<file path="src/rtl/hazard_scoreboard.sv">
// rtl/hazard_scoreboard.sv - D-stage hazard scoreboard: stall, forward selects, mult/div interlock.
// Optional mult/div busy interlock enabled by defining HAZARD_MD_STALL_EN.
module hazard_scoreboard #(
  parameter int STAGES      = 3,
  parameter int REG_AW      = 5,
  parameter int TW          = 2,
  parameter int MULT_CYCLES = 5,
  parameter int DIV_CYCLES  = 10,
  localparam int FW         = $clog2(STAGES + 1)
) (
  input  logic              clk,
  input  logic              reset_n,
  input  logic              d_valid,
  input  logic [TW-1:0]     d_tuse1,
  input  logic [TW-1:0]     d_tuse2,
  input  logic [REG_AW-1:0] d_ra1,
  input  logic [REG_AW-1:0] d_ra2,
  input  logic [TW-1:0]     d_tnew,
  input  logic [REG_AW-1:0] d_wa,
  input  logic              d_md_use,
  input  logic              d_md_start,
  input  logic              d_md_div,
  input  logic              flush,
  output logic              stall,
  output logic [FW-1:0]     fwd_sel1,
  output logic [FW-1:0]     fwd_sel2,
  output logic              md_busy
);

  logic [REG_AW-1:0] wa_q   [1:STAGES];
  logic [TW-1:0]     tnew_q [1:STAGES];

  logic              found1, found2, hazard1, hazard2, md_hazard, accept;
  logic [FW-1:0]     k1, k2;
  logic [TW-1:0]     t1, t2;

  function automatic logic [TW-1:0] dec_sat(input logic [TW-1:0] v);
    return (v == '0) ? '0 : v - TW'(1);
  endfunction

  // Scan farthest to nearest so the lowest-index match is the one that sticks.
  always_comb begin
    found1 = 1'b0;
    found2 = 1'b0;
    k1     = '0;
    k2     = '0;
    t1     = '0;
    t2     = '0;
    for (int k = STAGES; k >= 1; k--) begin
      if (wa_q[k] != '0 && wa_q[k] == d_ra1) begin
        found1 = 1'b1;
        k1     = FW'(k);
        t1     = tnew_q[k];
      end
      if (wa_q[k] != '0 && wa_q[k] == d_ra2) begin
        found2 = 1'b1;
        k2     = FW'(k);
        t2     = tnew_q[k];
      end
    end
  end

  assign hazard1  = d_valid && found1 && (t1 > d_tuse1);
  assign hazard2  = d_valid && found2 && (t2 > d_tuse2);
  assign fwd_sel1 = (found1 && t1 == '0) ? k1 : '0;
  assign fwd_sel2 = (found2 && t2 == '0) ? k2 : '0;
  assign stall    = hazard1 | hazard2 | md_hazard;
  assign accept   = d_valid & ~stall & ~flush;

  always_ff @(posedge clk) begin
    if (!reset_n) begin
      for (int k = 1; k <= STAGES; k++) begin
        wa_q[k]   <= '0;
        tnew_q[k] <= '0;
      end
    end else begin
      if (accept) begin
        wa_q[1]   <= d_wa;
        tnew_q[1] <= dec_sat(d_tnew);
      end else begin
        wa_q[1]   <= '0;
        tnew_q[1] <= '0;
      end
      for (int k = 1; k < STAGES; k++) begin
        wa_q[k+1]   <= wa_q[k];
        tnew_q[k+1] <= dec_sat(tnew_q[k]);
      end
    end
  end

`ifdef HAZARD_MD_STALL_EN
  localparam int CW = $clog2(DIV_CYCLES + 1);
  logic [CW-1:0] md_cnt;

  always_ff @(posedge clk) begin
    if (!reset_n) begin
      md_cnt <= '0;
    end else if (accept && d_md_start) begin
      md_cnt <= d_md_div ? CW'(DIV_CYCLES) : CW'(MULT_CYCLES);
    end else if (md_cnt != '0) begin
      md_cnt <= md_cnt - CW'(1);
    end
  end

  assign md_busy   = (md_cnt != '0);
  assign md_hazard = d_valid & d_md_use & md_busy;
`else
  logic unused_md;
  assign unused_md = ^{d_md_use, d_md_start, d_md_div, MULT_CYCLES[0], DIV_CYCLES[0]};
  assign md_busy   = 1'b0;
  assign md_hazard = 1'b0;
`endif

endmodule

</file>
<file path="config.mk">
export PLATFORM = sky130hd
export DESIGN_NAME = hazard_scoreboard
export DESIGN_NICKNAME = d
export VERILOG_FILES = /design/src/rtl/hazard_scoreboard.sv
export SDC_FILE = /design/constraint.sdc
export NUM_CORES = 1
export LEC_CHECK = 0
export CAP_MARGIN = 25
export CELL_PAD_IN_SITES_DETAIL_PLACEMENT = 1
export CELL_PAD_IN_SITES_GLOBAL_PLACEMENT = 2
export CORE_MARGIN = 2
export CORE_UTILIZATION = 30
export DETAILED_ROUTE_END_ITERATION = 10
export GPL_TIMING_DRIVEN = 0
export HOLD_SLACK_MARGIN = 0.05
export PLACE_DENSITY_LB_ADDON = 0.15
export SYNTH_ARGS = -nofsm -noshare
export SYNTH_HDL_FRONTEND = slang
export SYNTH_SLANG_ARGS = --single-unit
</file>
<file path="constraint.sdc">
create_clock -name clk -period 4.9 [get_ports clk]
set_input_delay 1.225 -clock clk [delete_from_list [all_inputs] [get_ports clk]]
set_output_delay 1.225 -clock clk [all_outputs]
set_load 0.005 [all_outputs]
</file>
Word level (Yosys, flattened, before mapping)
Memories as Yosys holds them, arrays and structs flattened.
Index checks and enable logic that the tools add are counted.
{"block": "word_totals", "regBits": 0, "wordCells": 85, "ramBits": 21, "n_memories": 2, "inputBits": 28, "output_inout_bits": 6}
{"block": "op_classes", "add_sub_neg": 3, "muxes": 39, "n_reduce_logical": 20, "n_lt_le_gt_ge": 2, "n_eq_ne": 6, "n_bitwise": 13}
{"memory": "wa_q", "depth": 3, "word_bits": 5, "rd": 3, "rd_clocked_by_memory_dff": 0, "write_ports": 3, "line_no": "30", "source": "logic [REG_AW-1:0] wa_q [1:STAGES];"}
{"memory": "tnew_q", "depth": 3, "word_bits": 2, "rd": 3, "rd_clocked_by_memory_dff": 0, "write_ports": 3, "line_no": "31", "source": "logic [TW-1:0] tnew_q [1:STAGES];"}
{"op": "2-bit two-way mux", "count": 21}
{"op": "5-bit == test", "count": 6}
{"op": "5-bit two-way mux", "count": 4}
{"op": "5-bit nonzero test", "count": 3}
{"op": "1-bit two-way mux", "count": 14}
{"op": "1-bit logical AND", "count": 12}
{"op": "2-bit zero test", "count": 5}
{"op": "1-bit OR", "count": 9}
{"op": "2-bit by 1-bit subtractor with 2-bit output, second input constant", "count": 3}
{"op": "2-bit > comparator", "count": 2}
{"op": "1-bit AND", "count": 2}
{"op": "1-bit NOT", "count": 2}

Depth between registers and ports, before layout
Gate-level depths: netlist (run 1).
An unclocked memory read counts as a cell.
{"block": "logic_depth", "ltp_word": 17, "ltp_mapped": 11, "depth_no_buf": 11}

Worst setup path before layout (run 1)
OpenSTA, ideal clock, no wires.
{"block": "synth_timing", "kind": "input port to output port", "from": "in d_ra1[1]", "to": "out stall", "arrival_time_ns": 3.213, "cell_stages": 9, "t_required_ns": 3.675, "slack_ns": 0.462, "path_buffers": 0, "path_cell_list": "xor2_1 > nor4_1 > nand2_1 > and2_1 > ha_1 > a21oi_1 > a21oi_1 > o31a_4 > o21a_1"}
{"block": "synth_via", "elab_chain_len": 8, "elab_cells_between_ends": 16, "cone_classes": "1 x order compare; 3 x eq/ne; 6 x mux; 1 x bitwise; 5 x reduce/logical"}
{"item": "from (decl)", "line_no": "16", "source": "input logic [REG_AW-1:0] d_ra1,"}
{"item": "5-bit == test", "line_no": "50", "source": "if (wa_q[k] != '0 && wa_q[k] == d_ra1) begin"}
{"item": "1-bit logical AND", "line_no": "50"}
{"item": "2-bit two-way mux or 1-bit two-way mux (tied branches) (3 in series)", "line_no": "50"}
{"item": "2-bit > comparator or 1-bit logical AND (tied branches)", "line_no": "63", "source": "assign hazard1 = d_valid && found1 && (t1 > d_tuse1);"}
{"item": "1-bit logical AND *", "line_no": "63"}
{"item": "1-bit OR *", "line_no": "67", "source": "assign stall = hazard1 | hazard2 | md_hazard;"}
{"item": "to (decl)", "line_no": "24", "source": "output logic stall,"}
Every way passes the cells marked *; elsewhere a longest branch is shown, timed or not.

Final worst setup path (run 1)
{"block": "layout_timing", "from": "in d_ra1[0]", "to": "out stall"}
Same word-level chain as after synthesis.

==> impl_metrics.tcl, run 1 <==
set metrics [dict create \
    drt-wirelength-per-cell_um 15.2 \
    rows 25 \
    place_area_um2 1850 \
    grt_pass1_wl_um 7120 \
    cts_hold_buf 0 \
    peakVddDrop_v 0.0000744 \
    cts_num_sinks 21 \
    met2_usage_pct 31.8 \
    grt_max_degree 13 \
    grt_pass1_vias 1466 \
    total_power_w 0.000419 \
    cts-root-buf "clkbuf_8" \
    fin_util_pct 45.3 \
    postLayoutCellArea_um2 2140 \
    p_per_area_nw_per_um2 196 \
    fp.coreArea_um2 4720 \
    start_util_pct 31.0 \
    dieArea_um2 5450 \
    ctsLongestPathBuffers 2 \
    io_pins 34 \
    cpMaxStageDelayCell "dlygate4sd2_1" \
    path_cells "clkdlybuf4s15_2 -> xnor2_1 -> nand3_1 -> nor4_1 -> buf_2 -> a311o_1 -> and2_4 -> ha_4 -> a21oi_2 -> a21oi_2 -> o31a_4 -> o21a_1 -> dlygate4sd2_1" \
    crit_path_end_kind "primary output" \
    n_antenna_cell 0 \
    cpPeakStageDelay_ns 0.26 \
    required_ns 3.67 \
    grt_usage_pct 17.5 \
    setup_ws_ns 0.134 \
    hold_viol 0 \
    grt_use_met3_pct 1.37 \
    clock_skew_ns 0.00894 \
    cpMostUsedCell "a21oi_2" \
    tightest_slew_ns 0.497 \
    syn_to_final_growth_pct 46.4 \
    drt_iter0_drc 29 \
    syn-mean-instance-area_um2 9.08 \
    p_leak_nw 0.824 \
    final_nets 249 \
    period_needed_ns 4.77 \
    worst_ep_arrival_time_ns 3.54 \
    fmax_ghz 0.210 \
    synthFlopType "dfxtp_1" \
    synth.distinct_cells 38 \
    avgViaCountPerCell 4.88 \
    status "finished, final reports clean" \
    drcViolationCount 0 \
    crit_path_start_kind "primary input" \
    met1_usage_pct 21.5 \
    via_count 1365 \
    place_worst_setup_slack_ns -0.977 \
    grt_antenna_before_repair 0 \
    period_share_pct 97.3 \
    hold_class "reg -> reg" \
    ys_ff_latch 21 \
    final_common_cell "clkdlybuf4s50_1" \
    finalSetupViolCount 0 \
    synth_top_area_share_pct 19.2 \
    maxSlewHeadroom_pct 66.5 \
    maxCapViolations 0 \
    synth_top_cell_by_area "dfxtp_1" \
    die_height_um 73.8 \
    place.gp.congestion 0.806 \
    synthCells 161 \
    busiest_layer "met2" \
    ys_seq_area_share_pct 33.5 \
    synthArstFlopShare_pct 0 \
    grt.overflow.total 0 \
    setup_tns_ns 0 \
    crit_type "in -> out" \
    portBuffers 28 \
    insertion_delay_ns 0.27 \
    cts_tree "done" \
    first_pass_iters 4 \
    final-max-slew-violation-count 0 \
    synth_edf_count 7 \
    hpwl_um 3230 \
    h-tree-depth 1 \
    path_max_fanout 7 \
    yosysWarnings 0 \
    die_x_um 73.8 \
    postRouteWirelength_um 4260 \
    ant_nets 0 \
    cts_buffers 3 \
    drive_above_1_share_pct 26.3 \
    synth_area_leaders "dfxtp_1 (19%), edfxtp_1 (14%), xnor2_1 (11%)" \
    layout_common_cells "clkdlybuf4s50_1 (17), buf_4 (14), dfxtp_1 (14)" \
    synthesis.area_um2 1460 \
    clkTransAtPathRegs_ns 0.07 \
]
-- worst paths after layout --
kind | startpoint | endpoint | slack, ns | cells past startpoint
max | d_ra1[0] | stall | 0.13 | 13
max reg2reg | wa_q[0][6] | tnew_q[0][3] | 1.49 | 12
min reg2reg | tnew_q[0][2] | tnew_q[0][4] | 0.43 | 1
min | tnew_q[0][2] | tnew_q[0][4] | 0.43 | 1
-- synth_stat cells, drive strengths merged, types with 6 or more instances --
cell type  count
nor3          10
nor4           6
nand3          9
xor2          12
xnor2         18
and2          12
dfxtp         14
inv           10
nor2           7
edfxtp         7
nand2          9
ha             7
-- logic make-up (layout without fill, tap and decap cells) --
family | after synthesis | count (layout) | share of synthesized area [%]
AOI/OAI and AO/OA | 21 | 21 | 12.3
xor gates and xnor gates | 30 | 30 | 18.0
DFF | 21 | 21 | 33.5
other | 2 | 8 | 0.513
buffers and inverters | 13 | 59 | 3.59
adders and majority gates | 7 | 7 | 5.99
and+or+nand+nor | 67 | 67 | 26.1
-- per-layer routing --
layer  up-vias  share of wire (%)
li1        667                  -
met1       662                 43
met2        32                 53
met3         4                2.9
met4         0                1.1
met5         -                  0
-- stage by stage --
| stage | hold WS (ns) | cells |
|---|---|---|
| 2_1_floorplan | 0.392 | 167 |
| 3_3_place_gp | 0.415 | 262 |
| 3_5_place_dp | 0.414 | 263 |
| 4_1_cts | 0.425 | 280 |
| 5_1_grt | 0.444 | 280 |
| 6_report | 0.434 | 280 |
-- critical path: cells and delay by family --
family / cells / cell delay (ns)
AOI/OAI and AO/OA: 5 / 0.67
xor gates and xnor gates: 1 / 0.18
adders and majority gates: 1 / 0.20
buffers and inverters: 3 / 0.75
and+or+nand+nor: 3 / 0.50
-- power by group --
part / total (W) / switching [W] / leakage [nW] / internal (W)
Combinational: 0.000105 / 0.0000499 / 0.611 / 0.0000552
Sequential: 0.000197 / 0.00000967 / 0.188 / 0.000188
Clock: 0.000117 / 0.0000600 / 0.0255 / 0.0000568
-- repair_timing --
item / CTS / global route
pin swaps: 24 / 0
gates resized for setup: 56 / 1
endpoints found under the setup margin: 3 / 1
buffers inserted: 13 / 0
-- layout make-up --
type / instances / area (um2)
multi-input combinational: 133 / 1090
fill: 562 / 2580
sequential: 21 / 490
timing repair buffer: 42 / 379
clock inverter: 1 / 5.00
buffer: 3 / 15.0
tap: 67 / 83.8
inverter: 10 / 37.5
clock buffer: 3 / 41.3
-- sequential cells by signal, indices dropped and copies added, names as in the netlist --
name,cells
tnew_q,6
wa_q,15
(Power assumes the default switching activity.)
==> run 2, diff against run 1 <==
--- a/config.mk
+++ b/config.mk
@@ -13,6 +13,7 @@
 export DETAILED_ROUTE_END_ITERATION = 10
 export GPL_TIMING_DRIVEN = 0
 export HOLD_SLACK_MARGIN = 0.05
+export MAX_ROUTING_LAYER = met4
 export PLACE_DENSITY_LB_ADDON = 0.15
 export SYNTH_ARGS = -nofsm -noshare
 export SYNTH_HDL_FRONTEND = slang
==> run 2 against run 1 <==
Sequential power barely moved. Maximum frequency fell by 1.6%. Final cell count fell by 1.8%. Critical endpoint unchanged. Highest routed layer unchanged.
==> impl_metrics.tcl, run 2 (synthesized netlist as in run 1, its figures left out) <==
set metrics [dict create \
    status "finished, final reports clean" \
    p_leak_nw 0.804 \
    clock_skew_ns 0.00516 \
    p_per_area_nw_per_um2 197 \
    tightest_slew_ns 0.494 \
    postRouteWirelength_um 3940 \
    path_cells "dlygate4sd2_1 -> xnor2_1 -> nand3_2 -> or3_4 -> a31oi_4 -> ha_1 -> nor2b_2 -> o21ai_2 -> a31oi_4 -> o21a_1 -> dlygate4sd2_1" \
    min_from "tnew_q[0][4]" \
    path_max_fanout 4 \
    portBuffers 28 \
    die_x_um 73.8 \
    crit_path_start_kind "primary input" \
    io_pins 34 \
    r2r_cells 12 \
    largest_reg_flops 15 \
    crit_type "in -> out" \
    maxSlewHeadroom_pct 66.8 \
    grt.overflow.total 0 \
    grt_max_degree 13 \
    cts_num_sinks 21 \
    drcViolationCount 0 \
    reg_top3 "wa_q: 15 flops, tnew_q: 6 flops" \
    avgViaCountPerCell 4.73 \
    first_pass_iters 4 \
    place.gp.congestion 0.818 \
    period_share_pct 98.8 \
    final_common_cell "clkdlybuf4s50_1" \
    cts_buffers 3 \
    required_ns 3.67 \
    ant_nets 0 \
    period_needed_ns 4.84 \
    drt-wirelength-per-cell_um 14.3 \
    n_fill_cell 556 \
    fin_util_pct 44.2 \
    start_util_pct 31.0 \
    dieArea_um2 5450 \
    grt_usage_pct 16.2 \
    ctsLongestPathBuffers 2 \
    fp.coreArea_um2 4720 \
    regMostFlops "wa_q" \
    cpPeakStageDelay_ns 0.41 \
    final-max-slew-violation-count 0 \
    multi_input_area_um2 1100 \
    grt_pass1_vias 1410 \
    hold_class "reg -> reg" \
    maxCapViolations 0 \
    hpwl_um 3180 \
    fmax_ghz 0.207 \
    cts-root-buf "clkbuf_8" \
    cts_tree "done" \
    rows 25 \
    die_height_um 73.8 \
    drive_above_1_share_pct 26.0 \
    crit_start "d_ra2[4]" \
    peakVddDrop_v 0.0000758 \
    r2r_start "wa_q[0][6]" \
    h-tree-depth 1 \
    hold_viol 0 \
    hold_slack_ns 0.426 \
    insertion_delay_ns 0.26 \
    finalSetupViolCount 0 \
    worst_ep_arrival_time_ns 3.62 \
    clkTransAtPathRegs_ns 0.07 \
    seq_area_um2 490 \
    via_count 1302 \
    grt_pass1_wl_um 6570 \
    grt_antenna_before_repair 0 \
    cpMaxStageDelayCell "or3_4" \
    n_antenna_cell 0 \
    crit_path_end_kind "primary output" \
    final_nets 244 \
    layout_common_cells "clkdlybuf4s50_1 (17), dfxtp_1 (14), xnor2_1 (12)" \
    reg2reg_slack_ns 1.64 \
    drt_iter0_drc 16 \
    min_path_cells 1 \
    syn_to_final_growth_pct 42.8 \
]
## run 2: cell count changes in the layout (fill, tap and decap cells not counted), moves of 2 or more
cell	previous run	this run
clkbuf_2	0	4
clkdlybuf4s15_1	2	0
buf_4	14	9
clkdlybuf4s15_2	6	2
## run 2: metal layers
metal  wire, um  share of wire (%)  global-route usage [%]
met4         42                1.1                    4.24
met2       2060                 52                    28.8
met3        116                2.9                    1.23
met5          0                  0                       -
met1       1720                 44                    19.8
## run 2: critical path: cells and delay by family
kind            cells  cell delay [ns]
fa+ha+maj           1             0.27
simple gates        3             0.71
xor+xnor            1             0.21
compound gates      4             0.63
buf+inv             2             0.56
## run 2: cell type report
type                    instances  share of cell area [%]
clock inverters                 1                   0.240
plain buffers                   3                   0.719
repair buffers                 37                    14.9
clock buffers                   3                    1.98
multi-input cells             133                    52.9
flip-flops and latches         21                    23.5
well taps                      67                    4.01
inverters                      10                    1.80
## run 2: path summary, 6_finish.rpt
check / end
max: stall
min: tnew_q[0][6]
max reg2reg: tnew_q[0][3]
min reg2reg: tnew_q[0][6]
## run 2: per-stage QoR
step / worst slack [ns] / setup TNS (ns) / total power [W] / cell area, um2 / std cells
detailed placement: -0.967 / -0.985 / 0.000288 / 1850 / 263
CTS: 0.0242 / 0 / 0.000413 / 2030 / 274
global route: -0.0462 / -0.0462 / 0.000434 / 2090 / 275
floorplan: 0.462 / 0 / 0.000248 / 1490 / 167
global placement: -1.02 / -1.32 / 0.000284 / 1850 / 262
finish: 0.0575 / 0 / 0.000412 / 2090 / 275
## run 2: report_power, final
| group | switching (W) | internal [W] | total (W) |
|---|---|---|---|
| combinational | 0.0000489 | 0.0000519 | 0.000101 |
| clock | 0.0000578 | 0.0000567 | 0.000114 |
| sequential | 0.00000928 | 0.000188 | 0.000197 |
| total | 0.000116 | 0.000296 | 0.000412 |
## run 2: timing repair
action | in CTS | in global routing
hold buffers | 0 | 0
pin swaps | 9 | 10
setup buffers | 7 | 1
gates resized for setup | 41 | 19
setup endpoints to repair | 3 | 1
